## src/rtl/vga_pkg.sv

```systemverilog
// Shared VGA timing constants and the framebuffer arbiter state type.
package vga_pkg;

  localparam int H_ACTIVE = 640;
  localparam int H_FRONT  = 16;
  localparam int H_SYNC   = 96;
  localparam int H_BACK   = 48;
  localparam int H_TOTAL  = H_ACTIVE + H_FRONT + H_SYNC + H_BACK;

  localparam int V_ACTIVE = 480;
  localparam int V_FRONT  = 10;
  localparam int V_SYNC   = 2;
  localparam int V_BACK   = 33;
  localparam int V_TOTAL  = V_ACTIVE + V_FRONT + V_SYNC + V_BACK;

  localparam int FRAME_PIXELS = H_ACTIVE * V_ACTIVE;

  localparam int FB_ADDR_W     = 19;
  localparam int FB_DATA_W     = 8;
  localparam int FB_FIFO_DEPTH = 16;
  localparam int FB_FIFO_LOW   = 4;

  typedef enum logic [1:0] {
    IDLE  = 2'd0,
    FETCH = 2'd1,
    DONE  = 2'd2
  } arb_state_t;

endpackage

```

## src/rtl/vga_pixel_fifo.sv

```systemverilog
// First-word-fall-through pixel FIFO with flush and occupancy count.
module vga_pixel_fifo #(
  parameter int DATA_W = 8,
  parameter int DEPTH  = 16
) (
  input  logic                         clk,
  input  logic                         rst,
  input  logic                         flush,
  input  logic                         push,
  input  logic [DATA_W-1:0]            push_data,
  input  logic                         pop,
  output logic [DATA_W-1:0]            pop_data,
  output logic                         valid,
  output logic [$clog2(DEPTH):0]       count
);

  localparam int PTR_W = $clog2(DEPTH);
  localparam int CNT_W = PTR_W + 1;
  localparam logic [CNT_W-1:0] FULL_LVL = CNT_W'(DEPTH);

  logic [DATA_W-1:0] mem [DEPTH];
  logic [PTR_W-1:0]  wr_ptr_reg;
  logic [PTR_W-1:0]  rd_ptr_reg;
  logic [CNT_W-1:0]  count_reg;
  logic              do_push;
  logic              do_pop;

  // Pops on empty are ignored here; the caller tracks underflow.
  assign do_pop  = pop && (count_reg != '0) && !flush;
  assign do_push = push && ((count_reg != FULL_LVL) || do_pop) && !flush;

  always_ff @(posedge clk) begin
    if (do_push) begin
      mem[wr_ptr_reg] <= push_data;
    end
  end

  always_ff @(posedge clk) begin
    if (rst || flush) begin
      wr_ptr_reg <= '0;
      rd_ptr_reg <= '0;
      count_reg  <= '0;
    end else begin
      if (do_push) begin
        wr_ptr_reg <= wr_ptr_reg + PTR_W'(1);
      end
      if (do_pop) begin
        rd_ptr_reg <= rd_ptr_reg + PTR_W'(1);
      end
      case ({do_push, do_pop})
        2'b10:   count_reg <= count_reg + CNT_W'(1);
        2'b01:   count_reg <= count_reg - CNT_W'(1);
        default: count_reg <= count_reg;
      endcase
    end
  end

  assign valid    = (count_reg != '0);
  assign pop_data = valid ? mem[rd_ptr_reg] : '0;
  assign count    = count_reg;

endmodule

```

## src/rtl/vga_fb_arbiter.sv

```systemverilog
// Framebuffer RAM arbiter: display prefetch into a pixel FIFO plus a host req/ack port.
// Build option: define VGA_FB_HOST_READ_EN to enable host reads (otherwise every host grant is a write).
module vga_fb_arbiter #(
  parameter int H_ACTIVE   = vga_pkg::H_ACTIVE,
  parameter int V_ACTIVE   = vga_pkg::V_ACTIVE,
  parameter int ADDR_W     = vga_pkg::FB_ADDR_W,
  parameter int DATA_W     = vga_pkg::FB_DATA_W,
  parameter int FIFO_DEPTH = vga_pkg::FB_FIFO_DEPTH,
  parameter int FIFO_LOW   = vga_pkg::FB_FIFO_LOW
) (
  input  logic              clk,
  input  logic              rst,
  input  logic              frame_start,
  input  logic              pix_re,
  output logic [DATA_W-1:0] pix_data,
  output logic              pix_valid,
  output logic              underflow,
  input  logic              host_req,
  input  logic              host_we,
  input  logic [ADDR_W-1:0] host_addr,
  input  logic [DATA_W-1:0] host_wdata,
  output logic              host_ack,
  output logic [DATA_W-1:0] host_rdata,
  output logic              mem_en,
  output logic              mem_we,
  output logic [ADDR_W-1:0] mem_addr,
  output logic [DATA_W-1:0] mem_wdata,
  input  logic [DATA_W-1:0] mem_rdata
);

  import vga_pkg::*;

  localparam int FRAME = H_ACTIVE * V_ACTIVE;
  localparam int CNT_W = $clog2(FIFO_DEPTH) + 1;
  localparam logic [ADDR_W-1:0] LAST_ADDR = ADDR_W'(FRAME - 1);
  localparam logic [CNT_W:0]    DEPTH_LVL = (CNT_W + 1)'(FIFO_DEPTH);
  localparam logic [CNT_W-1:0]  LOW_LVL   = CNT_W'(FIFO_LOW);

  arb_state_t        state_reg;
  logic [ADDR_W-1:0] fetch_addr_reg;
  logic              disp_inflight_reg;
  logic              host_ack_reg;
  logic              underflow_reg;

  logic [CNT_W-1:0]  fifo_count;
  logic [CNT_W:0]    fifo_level;
  logic              eligible;
  logic              urgent;
  logic              host_ok;
  logic              grant_disp;
  logic              grant_host;
  logic              host_is_write;
  logic              fifo_push;
  logic              fifo_pop;

  // Reserve a FIFO slot for the read already in flight so a push can never overflow.
  assign fifo_level = {1'b0, fifo_count} + {{CNT_W{1'b0}}, disp_inflight_reg};
  assign eligible   = (state_reg == FETCH) && (fifo_level < DEPTH_LVL);
  assign urgent     = eligible && (fifo_count < LOW_LVL);
  // The ack cycle still counts as in flight, so a held request is served every other cycle.
  assign host_ok    = host_req && !host_ack_reg;

  // No display grant in the frame_start cycle: it would read a stale fetch address.
  assign grant_disp = !rst && !frame_start && (urgent || (eligible && !host_ok));
  assign grant_host = !rst && !urgent && host_ok;

  always_comb begin
    mem_en    = grant_disp || grant_host;
    mem_we    = grant_host && host_is_write;
    mem_addr  = '0;
    mem_wdata = '0;
    if (grant_host) begin
      mem_addr = host_addr;
      if (host_is_write) begin
        mem_wdata = host_wdata;
      end
    end else if (grant_disp) begin
      mem_addr = fetch_addr_reg;
    end
  end

  always_ff @(posedge clk) begin
    if (rst) begin
      state_reg         <= IDLE;
      fetch_addr_reg    <= '0;
      disp_inflight_reg <= 1'b0;
      host_ack_reg      <= 1'b0;
      underflow_reg     <= 1'b0;
    end else begin
      host_ack_reg <= grant_host;
      if (frame_start) begin
        state_reg         <= FETCH;
        fetch_addr_reg    <= '0;
        disp_inflight_reg <= 1'b0;
        underflow_reg     <= 1'b0;
      end else begin
        disp_inflight_reg <= grant_disp;
        if (grant_disp) begin
          fetch_addr_reg <= fetch_addr_reg + ADDR_W'(1);
          if (fetch_addr_reg == LAST_ADDR) begin
            state_reg <= DONE;
          end
        end
        if (pix_re && !pix_valid) begin
          underflow_reg <= 1'b1;
        end
      end
    end
  end

`ifdef VGA_FB_HOST_READ_EN
  logic host_rd_inflight_reg;

  always_ff @(posedge clk) begin
    if (rst) begin
      host_rd_inflight_reg <= 1'b0;
    end else begin
      host_rd_inflight_reg <= grant_host && !host_we;
    end
  end

  assign host_is_write = host_we;
  assign host_rdata    = (host_ack_reg && host_rd_inflight_reg) ? mem_rdata : '0;
`else
  logic unused_host_we;

  assign unused_host_we = host_we;
  assign host_is_write  = 1'b1;
  assign host_rdata     = '0;
`endif

  // A display read issued last cycle lands now; frame_start discards it via flush.
  assign fifo_push = disp_inflight_reg && !frame_start;
  assign fifo_pop  = pix_re && !frame_start;

  vga_pixel_fifo #(
    .DATA_W (DATA_W),
    .DEPTH  (FIFO_DEPTH)
  ) u_fifo (
    .clk       (clk),
    .rst       (rst),
    .flush     (frame_start),
    .push      (fifo_push),
    .push_data (mem_rdata),
    .pop       (fifo_pop),
    .pop_data  (pix_data),
    .valid     (pix_valid),
    .count     (fifo_count)
  );

  assign host_ack  = host_ack_reg;
  assign underflow = underflow_reg;

endmodule

```

## config.mk

```make
export PLATFORM = sky130hd
export DESIGN_NAME = vga_fb_arbiter
export DESIGN_NICKNAME = d
export VERILOG_FILES = /design/src/rtl/vga_pkg.sv /design/src/rtl/vga_pixel_fifo.sv /design/src/rtl/vga_fb_arbiter.sv
export SDC_FILE = /design/constraint.sdc
export NUM_CORES = 1
export LEC_CHECK = 0
export BUFFER_PORTS_ARGS = -buffer_cell sky130_fd_sc_hd__buf_2
export CORE_ASPECT_RATIO = 0.75
export CORE_MARGIN = 2
export CORE_UTILIZATION = 30
export CTS_BUF_LIST = sky130_fd_sc_hd__clkbuf_2 sky130_fd_sc_hd__clkbuf_4 sky130_fd_sc_hd__clkbuf_8
export CTS_CLUSTER_DIAMETER = 100
export CTS_CLUSTER_SIZE = 28
export DETAILED_ROUTE_END_ITERATION = 12
export GPL_TIMING_DRIVEN = 0
export SYNTH_ARGS = -nofsm -noshare
export SYNTH_HDL_FRONTEND = slang
export SYNTH_SLANG_ARGS = --single-unit
export TNS_END_PERCENT = 1
```

## constraint.sdc

```tcl
create_clock -name clk -period 5.1 [get_ports clk]
set_clock_uncertainty 0.2 [all_clocks]
set_input_delay 0.765 -clock clk [delete_from_list [all_inputs] [get_ports clk]]
set_output_delay 0.765 -clock clk [all_outputs]
set_load 0.005 [all_outputs]
```

# [After elaboration in Yosys (flattened, before gate mapping)]
# Memories as Yosys holds them, arrays and structs flattened. A register that Yosys moved wholly into a read port is not among the register bits.
# Cells that the tools add are included.
[totals] register_bits=37 mem_bits_rw=128 input_bits=41 elab_cells=67 mem_count=1
[classes] add_sub_neg=6 magnitude_cmp=2 n_eq_ne=5 muxes=12 n_reduce_logical=32
[memory_table] name="u_fifo.mem" depth=16 width=8 rd=1 rd_clocked_by_memory_dff=1 write_ports=1 line_no="vga_pixel_fifo.sv:21" rtl="logic [DATA_W-1:0] mem [DEPTH];"
[ops] operator="19-bit 2-to-1 mux" n=2
[ops] operator="19-bit by 1-bit adder with 19-bit output (second input constant)" n=1
[ops] operator="19-bit equality test (second input constant)" n=1
[ops] operator="8-bit 2-to-1 mux" n=2
[ops] operator="1-bit logical AND" n=15
[ops] operator="5-bit one-hot mux with 2 select lines" n=1
[ops] operator="4-bit by 1-bit adder with 4-bit output (second input constant)" n=2
[ops] operator="4-bit 2-to-1 mux" n=2
[ops] operator="5-bit by 1-bit adder with 6-bit output" n=1
[ops] operator="1-bit logical NOT" n=6
[ops] operator="6-bit by 5-bit less-than comparator with 1-bit output (second input constant)" n=1
[ops] operator="2-bit nonzero test" n=3
[ops] operator="5-bit by 1-bit adder with 5-bit output (second input constant)" n=1
[ops] operator="5-bit by 3-bit less-than comparator with 1-bit output (second input constant)" n=1
[ops] operator="1-bit 2-to-1 mux" n=5
[ops] operator="5-bit != test (second input constant)" n=1
[ops] operator="5-bit nonzero test" n=1
[ops] operator="5-bit by 1-bit subtractor with 5-bit output (second input constant)" n=1
[ops] operator="2-bit by 1-bit equality test with 1-bit output (second input constant)" n=2
[ops] operator="1-bit logical OR" n=4
[ops] operator="2-bit AND reduction" n=2
[ops] operator="2-bit equality test (second input constant)" n=1
[ops] operator="2-bit OR reduction" n=1

# [Logic depth before layout (Yosys ltp)]
[depth] word_depth=9 ltp_mapped=13

# [By module]
# Synthesis repeated with hierarchy kept, for this count alone.
[unflattened] cells_unflattened=513 hier_area_um2=7490.9
[modules_own_cells] module="vga_pixel_fifo" instances=1 cells_per_inst=331 area_each_um2=5979.5 seq_area_each_um2=4184.0
[modules_own_cells] module="vga_fb_arbiter" instances=1 cells_per_inst=182 area_each_um2=1511.4 seq_area_each_um2=480.5

# [Worst setup path after synthesis]
# OpenSTA, ideal clock, no wires.
[synth_timing] path_type="reg-to-reg" from="register u_fifo.count_reg[1] (netlist: u_fifo.count[1])" to="register u_fifo.count_reg[4] (netlist: u_fifo.count[4])" arrival_ns=3.091 required_ns=4.772 path_slack_ns=1.682 path_stages_with_launch=14 n_path_buf=2 period_less_slack_ns=3.418 path_cell_list="dfxtp_1 clkbuf_1 nor4_1 a311oi_1 inv_1 ha_1 clkbuf_1 xor2_1 ha_1 a21oi_1 or3b_2 a31oi_1 xnor2_1 nor2_1"
[synth_between] elab_chain_len=8 word_cells_on_any_way=13 classes_between="add/sub (2); eq/ne (3); mux (1); reduce/logical (7)"
[synth_lines] item="from (decl)" line_no="vga_pixel_fifo.sv:24" rtl="logic [CNT_W-1:0] count_reg;"
[synth_lines] item="from (signal assigned)" line_no="vga_pixel_fifo.sv:51" rtl="2'b10: count_reg <= count_reg + CNT_W'(1);"
[synth_lines] item="from (signal assigned)" line_no="vga_pixel_fifo.sv:52" rtl="2'b01: count_reg <= count_reg - CNT_W'(1);"
[synth_lines] item="from (signal assigned)" line_no="vga_pixel_fifo.sv:53" rtl="default: count_reg <= count_reg;"
[synth_lines] item="5-bit nonzero test" line_no="vga_pixel_fifo.sv:29" rtl="assign do_pop = pop && (count_reg != '0) && !flush;"
[synth_lines] item="1-bit logical AND (2 in a row)" line_no="vga_pixel_fifo.sv:29"
[synth_lines] item="1-bit logical OR" line_no="vga_pixel_fifo.sv:30" rtl="assign do_push = push && ((count_reg != FULL_LVL) || do_pop) && !flush;"
[synth_lines] item="1-bit logical AND (2 in a row)" line_no="vga_pixel_fifo.sv:30"
[synth_lines] item="2-bit by 1-bit equality test with 1-bit output or 2-bit equality test (tied branches)" line_no="vga_pixel_fifo.sv:50" rtl="case ({do_push, do_pop})"
[synth_lines] item="5-bit one-hot mux with 2 select lines or 2-bit nonzero test (tied branches)"
# Several ways; a longest one is shown, not always the timed one.
# A chain may end at the register's enable or synchronous reset.

# [Worst setup path in the final report]
# Same ends and word-level chain as after synthesis.

==> results.txt <==
status: completed
total gr overflow: 0
VDD IR max: 0.161 mV
Syn Inst Count: 504
Worst R2R Setup Slack: 930 ps
area share of the largest cell type after synthesis: 52.9%
Ant. Diodes: 0
antenna violations before repair: 0
Hold EP: state_reg[0]
WS Path Type: register to register
number of flip-flops in the largest register: 128
flops & latches, synth: 169
CTS max path bufs: 2
final setup TNS: 0 ps
min Tclk post-route: 4170 ps
Worst Setup SP: u_fifo.count[1]
final wirelength: 15.3 mm
asr flop ratio synth: 0%
Hold-fix buffers, CTS: 0
Worst Hold Class: register to register
Die W: 184 microns
biggest area consumer among synthesized cells: edfxtp_1
total power: 0.00251 W
Startpoint Class: register
critical path required time: 5220 ps
largest cells by area after synthesis: edfxtp_1, dfxtp_1, mux4_2
final hold vios: 0
total vias in the final route: 4,526
main flop type after synthesis: edfxtp_1
Peak Freq: 0.240 GHz
RSZ-0062 raised after global routing: no
# Post-CTS Setup Buffers: 0
Final nets: 663
EDFF count, synth: 128
CTS root buffer: clkbuf_8
Via density: 4.86
Sink Count: 169
post-route cell area: 8560 sq um
crit path DAT: 4300 ps
reg2reg start: u_fifo.count[1]
Die Ht: 139 microns
Final Cycle Share: 81.9%
starting DRC count in detailed routing: 367
RePlAce Congestion: 0.741
Synth Cell Area: 7270 sq um
clock latency on the worst-skew pair: 470 ps
commonest cells after routing, fill and taps aside: edfxtp_1, buf_2, dfxtp_1, nor2_1, mux4_2
H-tree levels: 4
post_cts resized: 0
Syn. warnings: 0
post-synthesis cell type count: 49
global-route wire length before repair: 23.8 mm
Cell Rows: 49
power per cell area: 293 nW/um^2
CTS Buf Count: 17
Worst Min Path Start: state_reg[0]
Tot GR Track Use: 12.4%
largest net degree at the start of global routing: 20
Routed wire per std cell: 16.4 microns
core footprint: 23,900 sq um
# Max-Cap Violations: 0
boundary pin count: 89
drt pass-1 iters: 4
CP Capture Type: register
Post-Syn Area per Cell: 14.4 sq um
Reg2Reg Depth: 13
DRC: 0
Final setup viols: 0
HPWL after DPL: 10.6 mm
Leak Pwr: 2.84 nW
post-synthesis sequential area ratio: 64.2%
vias in the first global route: 4,191
Initial Utilization: 30.4%
Worst-path clk slew: 100 ps
commonest non-fill, non-tap cell in the layout: edfxtp_1
Min-Delay Path Depth: 2
TritonCTS clock tree: yes
Die ar.: 25,500 sq um
share of cells above drive strength 1: 27.3%
max-slew violations: 0
smallest hold slack: 313 ps
Critical R2R Capture: u_fifo.count[4]
Syn-to-layout area delta: 17.8%
relative slew slack: 33.4%
Post-DRT Antenna Nets: 0
placed cell area: 8130 sq um
actual slew at the worst max-slew pin: 991 ps
IO Port Bufs: 79
Critical Path Fanout Max: 10
-- power by group --
group	switching, W	total, W	internal, W
combinational	0.0000505	0.0000869	0.0000364
sequential	0.00000195	0.00148	0.00148
clock	0.000569	0.000942	0.000373
-- cells by family after synthesis --
| kind of cell | share of synthesized area (%) |
|---|---|
| xor gates and xnor gates | 2.05 |
| adders and majority gates | 1.55 |
| AOI/OAI and AO/OA | 6.06 |
| other | 0.0516 |
| DFF | 64.2 |
| muxes | 12.7 |
| buffers and inverters | 3.12 |
| and+or+nand+nor | 10.3 |
-- through the flow --
stage          std cells  setup WS [ps]  util, %
6_report             932            925     35.8
5_1_grt              932            558     35.8
4_1_cts              932            904     35.7
3_5_place_dp         900            907     34.0
3_3_place_gp         896           1030     33.8
2_1_floorplan        511           1680        -
-- worst max-delay path, cell delays in order (launching register included) --
cell      delay [ps]
dfxtp_1          320
clkbuf_1         320
nor4_1           190
a311oi_1         790
inv_1            360
ha_1             290
clkbuf_1         200
xor2_1           180
ha_1             230
a21oi_1           80
or3b_2           440
a31oi_1          230
xnor2_1          140
nor2_1            50
-- routing by layer --
layer	share of wire, %	vias up	track usage [%]	wire, microns
met5	0	-	0	0
met4	0.50	0	3.03	77
met3	5.5	9	3.47	842
met2	46	133	18.5	7030
met1	48	2233	18.0	7330
li1	-	2151	-	-
-- synth_stat cells (3+ instances only) --
cell type and number:
ha_1 9, inv_1 14, nor2_1 35, edfxtp_1 128, or4_1 5, buf_1 6
nand4_1 11, o22ai_1 8, and2_1 13, mux2i_1 20, clkbuf_1 20, buf_4 8
nand2b_1 3, o21ai_0 7, and3_1 3, a22o_1 20, xor2_1 8, nand3_1 10
or3_1 3, o31ai_1 4, a21oi_1 8, dfxtp_1 41, mux4_2 32, nor3_1 10
nand2_1 26, nor4_1 13, xnor2_1 9
-- final cells by class --
type                            instances  area (sq um)
Tap cell                              306           383
Timing Repair Buffer                   83           425
Multi-Input combinational cell        292          2450
Buffer                                 36           174
Clock buffer                           17           234
Fill cell                            2359         15400
Clock inverter                         15           178
Sequential cell                       169          4660
Inverter                               14          52.6
-- worst max-delay path by stage --
stage                  endpoint  slack [ps]  cells past startpoint
6_report        u_fifo.count[4]         930                     13
5_1_grt         u_fifo.count[4]         560                     13
4_1_cts         u_fifo.count[4]         900                     13
3_5_place_dp    u_fifo.count[4]         910                     12
3_3_place_gp   u_fifo.mem[1][7]        1030                      4
2_1_floorplan   u_fifo.count[4]        1680                     13
No activity file was read; power rests on OpenSTA's default activity.
